--- src/rtl/vmcmp_accum.sv ---
// vmcmp_accum: element-wise vector compare at SEW 8/16/32/64, packing mask bits into DATA_WIDTH-bit words.
// Optional macro VMCMP_VM_MASK_EN adds the per-element active mask input in_vm.
module vmcmp_accum #(
   parameter int DATA_WIDTH  = 64,
   parameter int ADDR_WIDTH  = 32,
   parameter int OPSEL_WIDTH = 3,
   parameter int PTR_WIDTH   = $clog2(DATA_WIDTH)
) (
   input  logic                      clk,
   input  logic                      rst,
   input  logic                      in_valid,
   output logic                      in_ready,
   input  logic                      in_first,
   input  logic                      in_last,
   input  logic [ADDR_WIDTH-1:0]     in_addr,
   input  logic [DATA_WIDTH-1:0]     in_vec0,
   input  logic [DATA_WIDTH-1:0]     in_vec1,
   input  logic [1:0]                in_sew,
   input  logic [OPSEL_WIDTH-1:0]    in_opSel,
`ifdef VMCMP_VM_MASK_EN
   input  logic [DATA_WIDTH/8-1:0]   in_vm,
`endif
   output logic                      out_valid,
   input  logic                      out_ready,
   output logic [ADDR_WIDTH-1:0]     out_addr,
   output logic [DATA_WIDTH-1:0]     out_vec,
   output logic [DATA_WIDTH/8-1:0]   out_be
);

   localparam int BE_WIDTH = DATA_WIDTH / 8;

   logic adv;

   logic                   s0_valid, s0_first, s0_last;
   logic [DATA_WIDTH-1:0]  s0_vec0, s0_vec1;
   logic [ADDR_WIDTH-1:0]  s0_addr;
   logic [1:0]             s0_sew;
   logic [OPSEL_WIDTH-1:0] s0_op;
   logic [BE_WIDTH-1:0]    s0_vm;

   logic                   s1_valid, s1_first, s1_last;
   logic [DATA_WIDTH-1:0]  s1_bits;
   logic [ADDR_WIDTH-1:0]  s1_addr;
   logic [1:0]             s1_sew;

   logic [DATA_WIDTH-1:0]  acc;
   logic [BE_WIDTH-1:0]    be_acc;
   logic [PTR_WIDTH-1:0]   ptr;
   logic [ADDR_WIDTH-1:0]  word_addr;

   logic [PTR_WIDTH:0]     n_elems;
   logic [PTR_WIDTH-1:0]   ptr_eff;
   logic [DATA_WIDTH-1:0]  acc_base, field, merged_vec;
   logic [BE_WIDTH-1:0]    be_base, merged_be;
   logic [PTR_WIDTH:0]     end_pos;
   logic                   flush;
   logic [ADDR_WIDTH-1:0]  addr_eff;

   logic [DATA_WIDTH-1:0]  cmp_by_sew [4];

   function automatic logic cmp_op(input logic [2:0] op, input logic eq,
                                   input logic ltu, input logic lt);
      case (op)
         3'b000:  cmp_op = eq;
         3'b001:  cmp_op = !eq;
         3'b010:  cmp_op = ltu;
         3'b011:  cmp_op = lt;
         3'b100:  cmp_op = ltu | eq;
         3'b101:  cmp_op = lt | eq;
         3'b110:  cmp_op = !(ltu | eq);
         default: cmp_op = !(lt | eq);
      endcase
   endfunction

   assign adv      = !out_valid || out_ready;
   assign in_ready = adv;

   always_ff @(posedge clk or posedge rst) begin
      if (rst) begin
         s0_valid <= 1'b0;
         s0_first <= 1'b0;
         s0_last  <= 1'b0;
         s0_vec0  <= '0;
         s0_vec1  <= '0;
         s0_addr  <= '0;
         s0_sew   <= '0;
         s0_op    <= '0;
      end else if (adv) begin
         s0_valid <= in_valid;
         if (in_valid) begin
            s0_first <= in_first;
            s0_last  <= in_last;
            s0_vec0  <= in_vec0;
            s0_vec1  <= in_vec1;
            s0_addr  <= in_addr;
            if (in_first) begin
               s0_sew <= in_sew;
               s0_op  <= in_opSel;
            end
         end
      end
   end

`ifdef VMCMP_VM_MASK_EN
   always_ff @(posedge clk or posedge rst) begin
      if (rst)
         s0_vm <= '0;
      else if (adv && in_valid)
         s0_vm <= in_vm;
   end
`else
   assign s0_vm = '1;
`endif

   // One comparator bank per element width; the registered sew picks which bank feeds S1.
   for (genvar g = 0; g < 4; g++) begin : g_sew
      localparam int W  = 8 << g;
      localparam int NE = DATA_WIDTH / W;
      logic [NE-1:0] res;
      for (genvar e = 0; e < NE; e++) begin : g_elem
         logic [W-1:0] a, b;
         assign a      = s0_vec0[e*W +: W];
         assign b      = s0_vec1[e*W +: W];
         assign res[e] = cmp_op(s0_op[2:0], a == b, a < b, $signed(a) < $signed(b)) & s0_vm[e];
      end
      assign cmp_by_sew[g] = {{(DATA_WIDTH-NE){1'b0}}, res};
   end

   always_ff @(posedge clk or posedge rst) begin
      if (rst) begin
         s1_valid <= 1'b0;
         s1_first <= 1'b0;
         s1_last  <= 1'b0;
         s1_bits  <= '0;
         s1_addr  <= '0;
         s1_sew   <= '0;
      end else if (adv) begin
         s1_valid <= s0_valid;
         s1_first <= s0_first;
         s1_last  <= s0_last;
         s1_bits  <= cmp_by_sew[s0_sew];
         s1_addr  <= s0_addr;
         s1_sew   <= s0_sew;
      end
   end

   always_comb begin
      case (s1_sew)
         2'd0:    n_elems = (PTR_WIDTH+1)'(DATA_WIDTH / 8);
         2'd1:    n_elems = (PTR_WIDTH+1)'(DATA_WIDTH / 16);
         2'd2:    n_elems = (PTR_WIDTH+1)'(DATA_WIDTH / 32);
         default: n_elems = (PTR_WIDTH+1)'(DATA_WIDTH / 64);
      endcase
   end

   // A first beat starts a fresh word, silently dropping any unterminated partial word.
   always_comb begin
      ptr_eff    = s1_first ? '0 : ptr;
      acc_base   = s1_first ? '0 : acc;
      be_base    = s1_first ? '0 : be_acc;
      field      = ~({DATA_WIDTH{1'b1}} << n_elems) << ptr_eff;
      merged_vec = acc_base | (s1_bits << ptr_eff);
      merged_be  = be_base;
      for (int j = 0; j < BE_WIDTH; j++) begin
         if (|field[j*8 +: 8])
            merged_be[j] = 1'b1;
      end
      end_pos  = {1'b0, ptr_eff} + n_elems;
      flush    = (end_pos == (PTR_WIDTH+1)'(DATA_WIDTH)) || s1_last;
      addr_eff = (ptr_eff == '0) ? s1_addr : word_addr;
   end

   always_ff @(posedge clk or posedge rst) begin
      if (rst) begin
         acc       <= '0;
         be_acc    <= '0;
         ptr       <= '0;
         word_addr <= '0;
         out_valid <= 1'b0;
         out_vec   <= '0;
         out_be    <= '0;
         out_addr  <= '0;
      end else if (adv) begin
         out_valid <= s1_valid && flush;
         if (s1_valid) begin
            word_addr <= addr_eff;
            if (flush) begin
               out_vec  <= merged_vec;
               out_be   <= merged_be;
               out_addr <= addr_eff;
               acc      <= '0;
               be_acc   <= '0;
               ptr      <= '0;
            end else begin
               acc    <= merged_vec;
               be_acc <= merged_be;
               ptr    <= end_pos[PTR_WIDTH-1:0];
            end
         end
      end
   end

endmodule

--- config.mk ---
export PLATFORM = sky130hd
export DESIGN_NAME = vmcmp_accum
export DESIGN_NICKNAME = d
export VERILOG_FILES = /design/src/rtl/vmcmp_accum.sv
export SDC_FILE = /design/constraint.sdc
export NUM_CORES = 1
export LEC_CHECK = 0
export ABC_CLOCK_PERIOD_IN_PS = 22200
export BUFFER_PORTS_ARGS = -buffer_cell sky130_fd_sc_hd__buf_4
export CAP_MARGIN = 20
export CORE_MARGIN = 1.5
export CORE_UTILIZATION = 55
export DETAILED_ROUTE_END_ITERATION = 6
export PLACE_DENSITY = 0.78
export RECOVER_POWER = 100
export SLEW_MARGIN = 25
export SYNTH_ARGS = -nofsm -noshare
export SYNTH_HDL_FRONTEND = slang
export SYNTH_SLANG_ARGS = --single-unit
export TNS_END_PERCENT = 1
--- constraint.sdc ---
create_clock -name clk -period 22.2 [get_ports clk]
set_input_delay 3.33 -clock clk [delete_from_list [all_inputs] [get_ports clk]]
set_output_delay 3.33 -clock clk [all_outputs]
set_load 0.01 [all_outputs]
==> results.cfg <==
[pwr]
ir_drop_uv = 70.45
switching_share_pct = 36.96
total_power_mw = 3.020
p_int_mw = 1.904
leakage_nw = 11.13
pwr-share-clk_pct = 26.2
combPwrFrac_pct = 36.4
power_density_nw_per_um2 = 124.1
pwr-share-seq_pct = 37.4
p_sw_mw = 1.116

[flow_run]
max-cap-violations = 13

[sta]
tns_ns = 0
worst_pin_slew_ns = 5.373
fmax_mhz = 78.40
fin_skew_ns = 0.01944
finalHoldWorstSlack_ns = 0.4632
rsz0062_at_grt = no
slew_violations = 858
finalSetupViolCount = 0
relSlewSlack_pct = -260.2
period_share_pct = 57.46
period_minus_slack_ns = 12.76
hold_viol = 0
worst_slack_ns = 9.445

[route]
drcViolationCount = 0
routed_wirelength_um = 52820
first_pass_iters = 5
drt_iter0_drc = 1036
drt-vias-per-instance = 5.807
final_antenna_net_count = 0
num_vias = 15981
post_drt_wl_per_cell_um = 19.19

[synth]
syn-instance-count = 1982
synthFlopType = dfrtp_1
synthAdderAreaFrac_pct = 4.618
synthSimpleGateAreaFrac_pct = 11.32
synth_async_sr_flop_share_pct = 100.0
avgSynthCellArea_sq_um = 10.47
synth.cell_area_sq_um = 20750
ys_types = 75
synth_edf_count = 0
yosys_warnings = 0
synth.area.mux_share_pct = 13.47
synth_xor_area_share_pct = 0.5065
synth_compound_area_share_pct = 14.72
seq_area_frac_synth_pct = 51.61
synth_top_family_by_area = compound AO/OA/AOI/OAI gates
synth_seq_cells = 428
syn_nets = 2229

[grt]
grt.overflow.total = 0
track_usage_pct = 27.38
antenna_found_initial = 1
grt_pass1_wl_um = 84460
first_global_vias = 15863
grt_max_degree = 175

[cts]
clock_latency_ns = 0.58
clockRootBuffer = clkbuf_16
clockBufferDepth = 3
cts_resized = 0
ctsHoldBuffers = 0
tritoncts = built
cts.clk_slew.worst_paths_ns = 0.06
numCtsBuffers = 45
cts_num_sinks = 428
cts_max_level = 2
cts_setup_buffers = 0

[critical_path]
startpoint_type = primary input
end_kind = register
r2r_slack_ns = 11.87
cp.required_ns = 22.46
crit_arrival_ns = 13.02
criticalPathCategory = in -> reg
critPathMaxFanout = 121

[floorplan]
pin_count = 277
dieArea_sq_um = 38910
die_h_um = 197.2
row_count = 70
core_sq_um = 36870
chipWidth_um = 197.2
start_util_pct = 56.28

[hold_path]
hold_path_class = reg -> reg

[layout]
drive_gt1_share_pct = 21.35
syn2layout_area_growth_pct = 17.29
nets = 2462
diodes = 0
nFillCells = 2895
register_area_sq_um = 10710
multi_input_area_sq_um = 9283
postLayoutCellArea_sq_um = 24340

[place]
hpwlAfterDp_um = 36030
gp_congestion = 0.8885
place_ws_ns = 14.55
postPlaceCellArea_sq_um = 23210
port_buffers = 276

[outcome]
outcome = complete, but fails checks
violations = max-capacitance violations, max-slew violations
[kinds of logic (layout without fill, tap and decap cells)]
| kind of cell | Yosys count | in the layout |
|---|---|---|
| flops | 428 | 428 |
| fa+ha+maj | 76 | 76 |
| xor+xnor | 12 | 12 |
| mux | 251 | 251 |
| compound gates | 480 | 480 |
| buf+inv | 202 | 468 |
| simple gates | 533 | 533 |
[stage by stage]
stage | utilization [%] | instances
6_report | 66.01 | 2752
5_1_grt | 66.01 | 2752
4_1_cts | 67.23 | 2751
3_5_place_dp | 62.96 | 2671
3_3_place_gp | 62.93 | 2671
2_1_floorplan | - | 1982
[registers in the layout, indices dropped and copies added (netlist names)]
name	count
ptr	6
s0_last	1
s1_valid	1
g_sew.g_elem.b	64
s1_last	1
word_addr	32
s1_sew	2
s0_valid	1
s0_op	3
g_sew.g_elem.a	64
out_valid	1
s1_bits	8
s1_first	1
s0_sew	2
out_vec	64
acc	64
be_acc	8
s0_addr	32
out_be	8
out_addr	32
s0_first	1
s1_addr	32
[worst max-delay path: stages]
cell and delay, ns:
clkbuf_4 0.11, nor2b_1 0.15, clkbuf_1 1.78, clkinv_1 0.34, clkbuf_1 0.91, and2_0 0.78
nand2_1 1.64, clkbuf_1 3.25, o21ai_0 0.55
[layer usage]
metal / wire length, um / vias up / track usage [%]
met5: 10 / - / 0
met3: 3059 / 114 / 4.798
met1: 22260 / 7848 / 35.68
met2: 25600 / 531 / 45.38
met4: 1880 / 2 / 11.31
li1: - / 7486 / -
[power groups by stage]
stage	sequential (mW)	clock [mW]	combinational, mW
floorplan	1.11	0	0.792
global placement	1.13	0	1.08
detailed placement	1.14	0	1.12
CTS	1.13	0.806	1.13
global route	1.15	0.837	1.22
finish	1.13	0.791	1.10
[placed cells by master (no fill, tap or decap), drive strengths merged, types with 4 or more instances in the layout]
cell / netlist / layout
o31ai: 14 / 14
or3: 4 / 4
nand3b: 4 / 4
a21o: 4 / 4
a21oi: 99 / 99
a221o: 4 / 4
nor4: 6 / 6
a221oi: 8 / 8
nor2b: 17 / 17
o21a: 8 / 8
dfrtp: 428 / 428
or2: 4 / 4
ha: 75 / 75
o22ai: 6 / 6
nand2b: 11 / 11
clkinvlp: 0 / 4
a22o: 51 / 51
clkbuf: 82 / 179
o211ai: 8 / 8
nor2: 90 / 90
a211oi: 10 / 10
inv: 90 / 89
and2: 9 / 9
nand4: 20 / 20
o311ai: 6 / 6
buf: 26 / 175
mux2: 206 / 206
nand3: 18 / 18
o21ai: 169 / 169
clkinv: 4 / 15
a22oi: 50 / 50
bufinv: 0 / 6
nand2: 324 / 324
xnor2: 11 / 11
a31oi: 16 / 16
mux2i: 43 / 43
nor3: 16 / 16
[Yosys cell counts (11+ instances only)]
library cell / count / area share, %
nand3_1: 18 / 0.43
nand2b_1: 11 / 0.33
o31ai_1: 14 / 0.51
nand4_1: 16 / 0.48
a22o_1: 51 / 2.2
clkbuf_1: 82 / 1.5
dfrtp_1: 428 / 52
a22oi_1: 50 / 1.8
nor2b_1: 17 / 0.51
inv_1: 88 / 1.6
a31oi_1: 16 / 0.48
ha_1: 75 / 4.5
nor3_1: 16 / 0.39
a21oi_1: 99 / 2.4
mux2_2: 206 / 11
xnor2_1: 11 / 0.46
mux2i_1: 43 / 2.1
nor2_1: 90 / 1.6
nand2_1: 324 / 5.9
o21ai_0: 166 / 4.0
buf_1: 15 / 0.27
[final timing paths]
path                                                 end         from  cells after the start
min in group asynchronous       g_sew[3].g_elem[0].a[50]          rst                      2
worst max-delay path                        out_addr[30]    out_ready                      9
worst min register to register               s1_addr[31]  s0_addr[31]                      2
max in group asynchronous                    out_vec[37]          rst                      5
worst max register to register              out_addr[30]    out_valid                      8
worst min-delay path                         s1_addr[31]  s0_addr[31]                      2
[cell type report]
class,instances,area share [%]
clock buffer,60,5.269
clock inverter,20,1.198
inverter,94,1.455
multi-input combinational,1352,38.14
sequential,428,44.00
tap,504,2.591
timing repair buffer,294,7.346
Note: power is estimated with default switching activity, not from simulation.
